--- config.mk ---
export PLATFORM = sky130hd
export DESIGN_NAME = bincnt_seq
export DESIGN_NICKNAME = d
export VERILOG_FILES = /design/src/rtl/bincnt_pkg.sv /design/src/rtl/bincnt_seq_sorter4b.sv /design/src/rtl/bincnt_seq.sv
export SDC_FILE = /design/constraint.sdc
export NUM_CORES = 1
export LEC_CHECK = 0
export BUFFER_PORTS_ARGS = -buffer_cell sky130_fd_sc_hd__buf_4
export CAP_MARGIN = 40
export CORE_MARGIN = 3
export CORE_UTILIZATION = 58
export CTS_CLUSTER_SIZE = 28
export DETAILED_ROUTE_END_ITERATION = 10
export PLACE_DENSITY = 0.81
export SLEW_MARGIN = 20
export SYNTH_ARGS = -nofsm -noshare
export SYNTH_HDL_FRONTEND = slang
export SYNTH_SLANG_ARGS = --single-unit
--- constraint.sdc ---
create_clock -name clk -period 5.1 [get_ports clk]
set_clock_uncertainty 0.2 [all_clocks]
set_input_delay 0.255 -clock clk [delete_from_list [all_inputs] [get_ports clk]]
set_output_delay 0.255 -clock clk [all_outputs]
set_load 0.01 [all_outputs]
--- src/rtl/bincnt_pkg.sv ---
// Shared types and helpers for the sequential popcount.
// Slice width, FSM states and thermometer decode.
package bincnt_pkg;

  localparam int SLICE_W = 4;

  typedef enum logic [1:0] {
    IDLE = 2'd0,
    RUN  = 2'd1,
    DONE = 2'd2
  } state_t;

  // y[3] fills first; the lowest set bit gives the count
  function automatic logic [2:0] thermo4_to_cnt(
    input logic [3:0] y
  );
    logic [2:0] c;
    c = 3'd0;
    unique case (1'b1)
      y[0]:                 c = 3'd4;
      y[1] & ~y[0]:         c = 3'd3;
      y[2] & ~y[1] & ~y[0]: c = 3'd2;
      y[3] & ~y[2] & ~y[1] & ~y[0]:
                            c = 3'd1;
      default:              c = 3'd0;
    endcase
    return c;
  endfunction

endpackage

--- src/rtl/bincnt_seq_sorter4b.sv ---
// 4-input bit sorter; ones gather toward y[3].
// Three-layer compare-exchange network on single bits.
module sorter4b (
  input  logic [3:0] a,
  output logic [3:0] y
);

  logic h01, l01, h23, l23;
  logic top, m1, m2, bot;

  // OR is max, AND is min for single bits
  always_comb begin
    h01  = a[0] | a[1];
    l01  = a[0] & a[1];
    h23  = a[2] | a[3];
    l23  = a[2] & a[3];
    top  = h01 | h23;
    m1   = h01 & h23;
    m2   = l01 | l23;
    bot  = l01 & l23;
    y[3] = top;
    y[2] = m1 | m2;
    y[1] = m1 & m2;
    y[0] = bot;
  end

endmodule

--- src/rtl/bincnt_seq.sv ---
// Sequential popcount: one sorter4b reused per slice.
// Word in via valid/ready, count out via valid/ready.
module bincnt_seq
  import bincnt_pkg::*;
#(
  parameter  int WIDTH = 16,
  localparam int CW    = $clog2(WIDTH + 1)
) (
  input  logic             clk,
  input  logic             rst,
  input  logic             in_valid,
  output logic             in_ready,
  input  logic [WIDTH-1:0] in_data,
  output logic             out_valid,
  input  logic             out_ready,
  output logic [CW-1:0]    out_count,
  output logic             busy
);

  localparam int NSLICE = WIDTH / SLICE_W;
  localparam int IW =
    (NSLICE > 1) ? $clog2(NSLICE) : 1;

  if (WIDTH < SLICE_W || (WIDTH % SLICE_W) != 0)
  begin : g_bad_width
    $error("bincnt_seq: WIDTH must be a multiple of 4, >= 4");
  end

  state_t           state_q, state_d;
  logic [CW-1:0]    acc;
  logic [IW-1:0]    idx;
  logic [WIDTH-1:0] shreg;
  logic [3:0]       y;
  logic [2:0]       cnt;
  logic             last;
  logic             load;

  sorter4b u_sort (
    .a (shreg[SLICE_W-1:0]),
    .y (y)
  );

  assign cnt  = thermo4_to_cnt(y);
  assign last = (idx == IW'(NSLICE - 1));
  assign load = in_valid && in_ready;

  // state register
  always_ff @(posedge clk) begin
    if (rst) state_q <= IDLE;
    else     state_q <= state_d;
  end

  // next state and handshake outputs
  always_comb begin
    state_d   = state_q;
    in_ready  = 1'b0;
    out_valid = 1'b0;
    busy      = 1'b0;
    unique case (state_q)
      IDLE: begin
        in_ready = 1'b1;
        if (in_valid) state_d = RUN;
      end
      RUN: begin
        busy = 1'b1;
        if (last) state_d = DONE;
      end
      DONE: begin
        busy      = 1'b1;
        out_valid = 1'b1;
        if (out_ready) state_d = IDLE;
      end
      default: state_d = IDLE;
    endcase
  end

  // slice shifter, index and accumulator
  always_ff @(posedge clk) begin
    if (rst) begin
      acc   <= '0;
      idx   <= '0;
      shreg <= '0;
    end else if (state_q == IDLE) begin
      if (load) begin
        shreg <= in_data;
        acc   <= '0;
        idx   <= '0;
      end
    end else if (state_q == RUN) begin
      acc   <= acc + CW'(cnt);
      shreg <= shreg >> SLICE_W;
      idx   <= idx + 1'b1;
    end
  end

  assign out_count = acc;

  // sorter must emit a thermometer code
  always_ff @(posedge clk) begin
    if (!rst && state_q == RUN) begin
      a_thermo: assert (y[3] >= y[2] &&
                        y[2] >= y[1] &&
                        y[1] >= y[0]);
    end
  end

endmodule

==> impl_metrics.env, run 1 <==
export IMPL_cts_setup_buffers=0
export IMPL_core_mm2=0.00230
export IMPL_netlist_top_cells_area="dfxtp_1, mux2i_1, a211oi_2"
export IMPL_p_leak_nw=0.745
export IMPL_ant_nets=0
export IMPL_netlist_instances=151
export IMPL_synth_edff_count=0
export IMPL_synth_area_per_cell_um2=9.67
export IMPL_tns_ns=0
export IMPL_drt_vias_per_instance=5.74
export IMPL_fin_total_pwr_mw=0.421
export IMPL_worstSetupPathType="reg2reg"
export IMPL_grt_overflow_total=0
export IMPL_path_cells="or4_1 -> a21oi_1 -> nor2_1 -> ha_1 -> inv_1 -> fa_1 -> a211o_1 -> a21oi_1"
export IMPL_drc_errors=0
export IMPL_yosys_warnings=0
export IMPL_min_period_over_period_pct=47.9
export IMPL_crit_fanout=4
export IMPL_start_util_pct=63.6
export IMPL_p_per_area_mw_per_mm2=251
export IMPL_worstSkewPairLatency_ns=0.32
export IMPL_htree_levels=1
export IMPL_post_drt_wl_per_cell_um=13.9
export IMPL_irDropWorstVdd_mv=0.200
export IMPL_critPathLaunchType="flop"
export IMPL_slew_headroom_pct=57.2
export IMPL_cts_tree="done"
export IMPL_critPathSlowestCell="or4_1"
export IMPL_hold_class="in2reg"
export IMPL_setup_violations=0
export IMPL_grt_first_pass_wirelength_um=4840
export IMPL_clock_sinks=25
export IMPL_synth_cell_type_count=34
export IMPL_hold_worst_slack_ns=0.0865
export IMPL_worst_ep_required_time_ns=5.16
export IMPL_synth_top_area_cell="dfxtp_1"
export IMPL_place_congestion=0.802
export IMPL_syn_nets=181
export IMPL_worst_pin_slew_ns=0.642
export IMPL_arrival_ns=2.50
export IMPL_cts_buffer_depth=2
export IMPL_post_dp_hpwl_um=2050
export IMPL_maxSlewViolCount=0
export IMPL_syn_area_mm2=0.00146
export IMPL_status="completed"
export IMPL_async_flop_share_pct=0
export IMPL_synth_ff_type="dfxtp_1"
export IMPL_drive_above_1_share_pct=26.1
export IMPL_cts_root_buf="clkbuf_4"
export IMPL_crit_path_frequent_cell="a21oi_1"
export IMPL_grt_start_max_net_pins=26
export IMPL_fillCellCount=168
export IMPL_fin_cells=204
export IMPL_yosysTopAreaCellShare_pct=34.3
export IMPL_die_y_um=56.2
export IMPL_path_buf_inv=1
export IMPL_cpLargestDelayFamily="adder cells"
export IMPL_dp_cells=197
export IMPL_critPathMaxStageDelay_ns=0.51
export IMPL_antenna_cells=0
export IMPL_die_w_um=56.2
export IMPL_cts_buffers_inserted=3
export IMPL_drtPass1Iterations=4
export IMPL_fmax_mhz=409
export IMPL_fp_dieArea_mm2=0.00316
export IMPL_fin_nets=207
export IMPL_clk_pin_slew_ns=0.13
export IMPL_portBuffers=27
export IMPL_row_count=17
export IMPL_final_hold_viol_count=0
export IMPL_drt_initial_drc_count=20
export IMPL_ys_seq_area_share_pct=34.3
export IMPL_grt_pass1_vias=1131
export IMPL_ys_ff_latch=25
export IMPL_rsz0062_at_grt="false"
export IMPL_syn_to_final_growth_pct=14.8
export IMPL_vias=1170
export IMPL_cp_end_kind="flop"
export IMPL_maxCapViolations=0
export IMPL_drt_wl_total_um=2830
export IMPL_grtUsageTotal_pct=18.9
export IMPL_grt_antenna_before_repair=0
export IMPL_fin_crit_ns=2.44
export IMPL_design_portCount=28
==> layout by cell type (no fill, tap or decap), types with 6 or more instances in the layout <==
cell type	synthesis	routed
nand2_1	9	9
ha_1	9	9
a211oi_2	12	12
mux2i_1	17	17
nand2b_1	6	6
inv_1	8	8
buf_4	1	28
dfxtp_1	25	25
nor2_1	22	22
a21oi_1	8	8
==> repair_timing <==
action	in CTS	in global routing
hold buffers	3	0
hold endpoints to repair	3	0
resized for setup	0	0
==> cells by family after synthesis <==
logic type / after synthesis / synth area share (%)
simple gates: 43 / 13.3
xor+xnor: 2 / 1.20
flops: 25 / 34.3
mux: 19 / 13.5
compound gates: 34 / 20.8
fa+ha+maj: 10 / 9.08
buf+inv: 18 / 7.88
==> worst reg2reg max path, stage by stage (launching register included) <==
cell	delay, ns
dfxtp_1	0.35
or4_1	0.51
a21oi_1	0.16
nor2_1	0.05
ha_1	0.20
inv_1	0.07
fa_1	0.41
a211o_1	0.31
a21oi_1	0.12
==> state kept, by name, summed over array words and instances (netlist names) <==
signal and cells:
state_q 2, idx 2, shreg 16, out_count 5
==> synth_stat cells (2+ instances only) <==
master / number
a211oi_2: 12
nand2_1: 9
a32oi_1: 3
o22a_1: 3
dfxtp_1: 25
buf_6: 4
buf_2: 2
mux2i_1: 17
nand2b_1: 6
nor2_1: 22
a21oi_1: 8
xnor2_1: 2
inv_1: 8
ha_1: 9
o22ai_1: 2
==> cell type report <==
type,instances,area [um2],share of cell area [%]
repair buffers,31,240,14.3
multi-input cells,108,845,50.4
clock buffers,4,26.3,1.57
well taps,28,35.0,2.09
inverters,8,30.0,1.79
flip-flops and latches,25,500,29.9
==> final timing paths <==
check,start,to,slack (ns),depth (start not counted)
setup / recovery,shreg[0],out_count[1],2.66,8
hold reg to reg,out_count[4],out_count[4],0.28,2
setup reg to reg,shreg[0],out_count[1],2.66,8
hold / removal,in_data[15],shreg[15],0.09,4
==> metrics by stage <==
stage | area [um2] | utilization [%] | setup WS [ns]
4_1_cts | 1680 | 73.0 | 2.68
5_1_grt | 1680 | 73.0 | 2.48
6_report | 1680 | 73.0 | 2.66
3_3_place_gp | 1620 | 70.5 | 2.77
3_5_place_dp | 1620 | 70.5 | 2.70
2_1_floorplan | 1460 | - | 2.81
==> power by group <==
group / switching [mW] / internal, mW / leakage (nW) / total (mW)
clock network: 0.0582 / 0.0306 / 0.0150 / 0.0889
logic: 0.0593 / 0.0528 / 0.524 / 0.112
registers: 0.00984 / 0.210 / 0.205 / 0.220
==> layer usage <==
| metal | global-route usage [%] | vias up | wire length (um) |
|---|---|---|---|
| li1 | - | 593 | - |
| met1 | 23.2 | 549 | 1280 |
| met2 | 33.6 | 26 | 1410 |
| met3 | 5.34 | 2 | 131 |
| met4 | 2.03 | 0 | 8 |
| met5 | 0 | - | 0 |
(Power assumes the default switching activity.)
==> inputs of run 2 (changes only) <==
--- a/config.mk
+++ b/config.mk
@@ -8,10 +8,10 @@
 export BUFFER_PORTS_ARGS = -buffer_cell sky130_fd_sc_hd__buf_4
 export CAP_MARGIN = 40
 export CORE_MARGIN = 3
-export CORE_UTILIZATION = 58
+export CORE_UTILIZATION = 54
 export CTS_CLUSTER_SIZE = 28
 export DETAILED_ROUTE_END_ITERATION = 10
-export PLACE_DENSITY = 0.81
+export PLACE_DENSITY = 0.76
 export SLEW_MARGIN = 20
 export SYNTH_ARGS = -nofsm -noshare
 export SYNTH_HDL_FRONTEND = slang
==> constraint.sdc (replaced) <==
create_clock -name clk -period 2.3 [get_ports clk]
set_clock_uncertainty 0.2 [all_clocks]
set_input_delay 0.115 -clock clk [delete_from_list [all_inputs] [get_ports clk]]
set_output_delay 0.115 -clock clk [all_outputs]
set_load 0.01 [all_outputs]
==> impl_metrics.env, run 2 (synthesis gave the netlist of run 1 again) <==
export IMPL_start_util_pct=57.9
export IMPL_post_dp_hpwl_um=2110
export IMPL_htree_levels=1
export IMPL_design_portCount=28
export IMPL_die_w_um=58
export IMPL_hold_worst_slack_ns=-0.00409
export IMPL_slew_headroom_pct=69.1
export IMPL_crit_fanout=4
export IMPL_arrival_ns=2.47
export IMPL_maxCapViolations=0
export IMPL_grtUsageTotal_pct=19.8
export IMPL_final_hold_viol_count=1
export IMPL_clock_sinks=25
export IMPL_antenna_cells=0
export IMPL_portBuffers=27
export IMPL_setup_violations=1
export IMPL_ff2ff_setup_slack_ns=-0.09
export IMPL_reg2reg_from="shreg[1]"
export IMPL_startpoint="shreg[1]"
export IMPL_p_leak_nw=0.869
export IMPL_grt_pass1_vias=1214
export IMPL_worst_ep_required_time_ns=2.38
export IMPL_grt_antenna_before_repair=0
export IMPL_cts_buffers_inserted=3
export IMPL_layout_commonest_cell="buf_4"
export IMPL_pre_cts_ws_ns=-0.0574
export IMPL_final_cell_mix="buf_4, nor2_1, dlygate4sd3_1"
export IMPL_fmax_mhz=419
export IMPL_drive_above_1_share_pct=33.8
export IMPL_crit_path_frequent_cell="a21oi_2"
export IMPL_wl_met1_um=1450
export IMPL_fp_dieArea_mm2=0.00336
export IMPL_worst_pin_slew_ns=0.463
export IMPL_hp_start="in_data[6]"
export IMPL_drt_wl_total_um=3360
export IMPL_min_period_over_period_pct=104
export IMPL_fin_crit_ns=2.39
export IMPL_critPathMaxStageDelay_ns=0.52
export IMPL_endpoint="out_count[1]"
export IMPL_critPathSlowestCell="or4_4"
export IMPL_drc_errors=0
export IMPL_drt_initial_drc_count=47
export IMPL_route_met2_wl_um=1790
export IMPL_cts_root_buf="clkbuf_4"
export IMPL_path_buf_inv=1
export IMPL_cts_tree="done"
export IMPL_worstSetupPathType="reg2reg"
export IMPL_grt_start_max_net_pins=26
export IMPL_largest_register="shreg"
export IMPL_die_y_um=58
export IMPL_grt_first_pass_wirelength_um=5240
export IMPL_p_per_area_mw_per_mm2=514
export IMPL_fin_total_pwr_mw=1.00
export IMPL_layout_setup_ws_ns=-0.0879
export IMPL_place_congestion=0.788
export IMPL_status="complete, but fails checks"
export IMPL_violations="negative hold slack, negative setup slack"
export IMPL_top_layer="met4"
export IMPL_cp_num_cells=8
export IMPL_fin_nets=229
export IMPL_drtPass1Iterations=4
export IMPL_core_mm2=0.00252
export IMPL_grt_overflow_total=0
export IMPL_critPathLaunchType="flop"
export IMPL_met3_length_um=89
export IMPL_syn_to_final_growth_pct=33.2
export IMPL_reg2reg_to="out_count[1]"
export IMPL_cts_buffer_depth=2
export IMPL_drt_vias_per_instance=5.60
export IMPL_cp_end_kind="flop"
export IMPL_cpLargestDelayFamily="adder cells"
export IMPL_post_drt_wl_per_cell_um=14.8
export IMPL_irDropWorstVdd_mv=0.394
export IMPL_largest_reg_flops=16
export IMPL_clk_pin_slew_ns=0.15
export IMPL_worstSkewPairLatency_ns=0.33
export IMPL_path_cells="or4_4 -> a21oi_2 -> nor2_1 -> ha_2 -> inv_2 -> fa_2 -> a211o_1 -> a21oi_2"
export IMPL_maxSlewViolCount=0
export IMPL_r2r_cells=8
export IMPL_rsz0062_at_grt="true"
export IMPL_ant_nets=0
export IMPL_fillCellCount=170
export IMPL_row_count=18
export IMPL_hold_class="in2reg"
export IMPL_vias=1276
==> run 2: area by class of cell <==
cell class	instances	area (um2)	share of cell area [%]
Clock buffer	3	22.5	1.16
Sequential cell	25	505	26.0
Clock inverter	1	5.00	0.257
Multi-Input combinational cell	108	892	45.9
Tap cell	30	37.5	1.93
Timing Repair Buffer	53	453	23.3
Inverter	8	30.0	1.54
==> run 2: metal layers <==
metal	up-vias	GRT usage (%)
met2	20	36.0
met4	0	4.97
met3	5	2.90
met1	619	24.3
li1	632	-
met5	-	0
==> run 2: report_power, final <==
group,switching (mW),internal [mW],leakage (nW)
clock network,0.140,0.0653,0.0177
registers,0.0265,0.467,0.207
logic,0.148,0.153,0.645
total,0.315,0.686,0.869
==> run 2: repair_timing <==
action,in CTS,in global routing
endpoints found under the hold margin,23,17
hold buffers,15,7
gates resized for setup,7,11
buffers inserted,0,0
pin swaps,3,2
endpoints found under the setup margin,3,6
==> run 2: worst min-delay path by stage <==
stage	end	slack (ns)	cells past startpoint
after floorplan	shreg[8]	-0.02	1
after global placement	shreg[14]	0.17	3
after detailed placement	shreg[13]	0.20	3
after CTS	out_count[0]	-0.04	2
after global routing	shreg[6]	0.009	3
final	shreg[6]	-0.004	3
==> run 2: stage by stage <==
stage	utilization, %	cells	area (um2)	setup TNS (ns)
floorplan	-	151	1460	0
global placement	65.2	202	1650	-0.0390
detailed placement	65.2	202	1650	-0.0871
CTS	73.1	221	1840	-0.111
global route	77.1	228	1950	-0.413
finish	77.1	228	1950	-0.0879
==> run 2: worst register-to-register path, delay by kind of cell (launching register included) <==
| family | cells | cell delay [ns] |
|---|---|---|
| AOI/OAI and AO/OA | 3 | 0.54 |
| DFF | 1 | 0.38 |
| and+or+nand+nor | 2 | 0.57 |
| buffers and inverters | 1 | 0.05 |
| adders and majority gates | 2 | 0.59 |
==> inputs of run 3 (changes only) <==
--- a/config.mk
+++ b/config.mk
@@ -7,6 +7,7 @@
 export LEC_CHECK = 0
 export BUFFER_PORTS_ARGS = -buffer_cell sky130_fd_sc_hd__buf_4
 export CAP_MARGIN = 40
+export CORE_ASPECT_RATIO = 0.8
 export CORE_MARGIN = 3
 export CORE_UTILIZATION = 54
 export CTS_CLUSTER_SIZE = 28
==> impl_metrics.env, run 3 (synthesis gave the netlist of run 1 again) <==
export IMPL_status="complete, but fails checks"
export IMPL_violations="negative hold slack, negative setup slack"
export IMPL_path_cells="or4_4 -> a21oi_2 -> nor2_1 -> ha_2 -> inv_2 -> fa_2 -> a211o_1 -> a21oi_2"
export IMPL_fin_cells=231
export IMPL_design_portCount=28
export IMPL_post_drt_wl_per_cell_um=14.4
export IMPL_crit_fanout=3
export IMPL_cts_tree="done"
export IMPL_crit_path_frequent_cell="a21oi_2"
export IMPL_critPathSlowestCell="or4_4"
export IMPL_min_delay_path_depth=2
export IMPL_drtPass1Iterations=4
export IMPL_fin_area_mm2=0.00194
export IMPL_fmax_mhz=426
export IMPL_largest_reg_flops=16
export IMPL_final_cell_mix="buf_4, nor2_1, dfxtp_1"
export IMPL_maxCapViolations=0
export IMPL_worst_pin_slew_ns=0.348
export IMPL_reg2reg_from="shreg[0]"
export IMPL_critPathMaxStageDelay_ns=0.53
export IMPL_wl_met1_um=1380
export IMPL_cts_buffer_depth=2
export IMPL_ant_nets=0
export IMPL_multi_input_area_um2=905
export IMPL_drt_wl_total_um=3330
export IMPL_grtUsageTotal_pct=21.0
export IMPL_min_period_over_period_pct=102
export IMPL_seqCellArea_um2=505
export IMPL_place_congestion=0.772
export IMPL_min_to="shreg[14]"
export IMPL_arrival_ns=2.43
export IMPL_fin_crit_ns=2.35
export IMPL_fin_nets=226
export IMPL_row_count=16
export IMPL_clk_pin_slew_ns=0.15
export IMPL_reg2reg_to="out_count[1]"
export IMPL_grt_overflow_total=0
export IMPL_fp_dieArea_mm2=0.00337
export IMPL_fillCellCount=169
export IMPL_pre_cts_ws_ns=-0.104
export IMPL_drive_above_1_share_pct=36.9
export IMPL_drc_errors=0
export IMPL_grt_pass1_vias=1205
export IMPL_r2r_cells=8
export IMPL_slew_headroom_pct=76.4
export IMPL_tns_ns=-0.0569
export IMPL_die_w_um=64.1
export IMPL_post_dp_cell_area_mm2=0.00165
export IMPL_grt_first_pass_wirelength_um=5470
export IMPL_hold_worst_slack_ns=-0.0468
export IMPL_start_util_pct=58.3
export IMPL_largest_register="shreg"
export IMPL_cts_root_buf="clkbuf_4"
export IMPL_cts_buffers_inserted=3
export IMPL_hp_start="rst"
export IMPL_worst_ep_required_time_ns=2.38
export IMPL_p_per_area_mw_per_mm2=517
export IMPL_top_layer="met4"
export IMPL_htree_levels=1
export IMPL_hold_class="in2reg"
export IMPL_grt_antenna_before_repair=0
export IMPL_layout_commonest_cell="buf_4"
export IMPL_core_mm2=0.00250
export IMPL_irDropWorstVdd_mv=0.459
export IMPL_portBuffers=27
export IMPL_antenna_cells=0
export IMPL_grt_start_max_net_pins=29
export IMPL_final_hold_viol_count=21
export IMPL_met3_length_um=177
export IMPL_rsz0062_at_grt="true"
export IMPL_route_met2_wl_um=1760
export IMPL_maxSlewViolCount=0
export IMPL_drt_initial_drc_count=48
export IMPL_worstSetupPathType="reg2reg"
export IMPL_critPathLaunchType="flop"
export IMPL_post_dp_hpwl_um=2260
export IMPL_clock_sinks=25
export IMPL_setup_violations=2
export IMPL_die_y_um=52.5
export IMPL_syn_to_final_growth_pct=32.8
export IMPL_fin_total_pwr_mw=1.00
export IMPL_ff2ff_setup_slack_ns=-0.05
export IMPL_worstSkewPairLatency_ns=0.33
export IMPL_dp_cells=208
export IMPL_vias=1251
export IMPL_layout_setup_ws_ns=-0.0497
export IMPL_p_leak_nw=0.841
export IMPL_cp_end_kind="flop"
export IMPL_drt_vias_per_instance=5.42
run 3: cell types whose count changed in the layout (fill, tap and decap cells not counted), sizes merged:
cell	change
clkinv	-1
buf	+1
clkinvlp	+1
dlygate4sd3	-4
run 3: stage by stage:
stage               utilization [%]  hold WS (ns)
floorplan                         -       -0.0204
global placement               66.1         0.179
detailed placement             66.1         0.200
CTS                            75.0       -0.0512
global route                   77.5       -0.0457
finish                         77.5       -0.0468
run 3: layout make-up:
type,instances,share of cell area [%]
repair buffers,50,21.9
clock buffers,3,1.16
clock inverters,1,0.387
flip-flops and latches,25,26.1
multi-input cells,108,46.6
inverters,8,1.55
well taps,36,2.32
run 3: what timing repair did:
| action | CTS | global route |
|---|---|---|
| endpoints found under the setup margin | 4 | 8 |
| setup buffers | 1 | 0 |
| hold buffers | 16 | 2 |
| endpoints found under the hold margin | 23 | 22 |
| pin swaps | 3 | 2 |
| gates resized for setup | 12 | 10 |
run 3: worst max-delay path by stage:
stage / start / to / slack, ns / cells after the start
2_1_floorplan: shreg[0] / out_count[1] / 0.008 / 8
4_1_cts: shreg[1] / out_count[1] / -0.05 / 10
5_1_grt: shreg[0] / out_count[1] / -0.14 / 8
6_report: shreg[0] / out_count[1] / -0.05 / 8
3_5_place_dp: shreg[0] / out_count[1] / -0.10 / 8
3_3_place_gp: shreg[0] / out_count[1] / -0.02 / 8
run 3: per-layer routing:
layer,global-route usage [%],up-vias
li1,-,625
met2,37.9,34
met1,24.8,588
met4,4.56,0
met5,0,-
met3,6.01,4
run 3: worst max-delay path: cells and delay by family (launching register included):
kind                       cells  cell delay (ns)
adders and majority gates      2             0.60
and+or+nand+nor                2             0.58
AOI/OAI and AO/OA              3             0.50
DFF                            1             0.36
buffers and inverters          1             0.05
run 3: where the power goes:
part,leakage (nW),internal [mW],switching [mW]
combinational,0.621,0.156,0.151
clock,0.0139,0.0666,0.137
sequential,0.207,0.467,0.0250
total,0.841,0.690,0.313
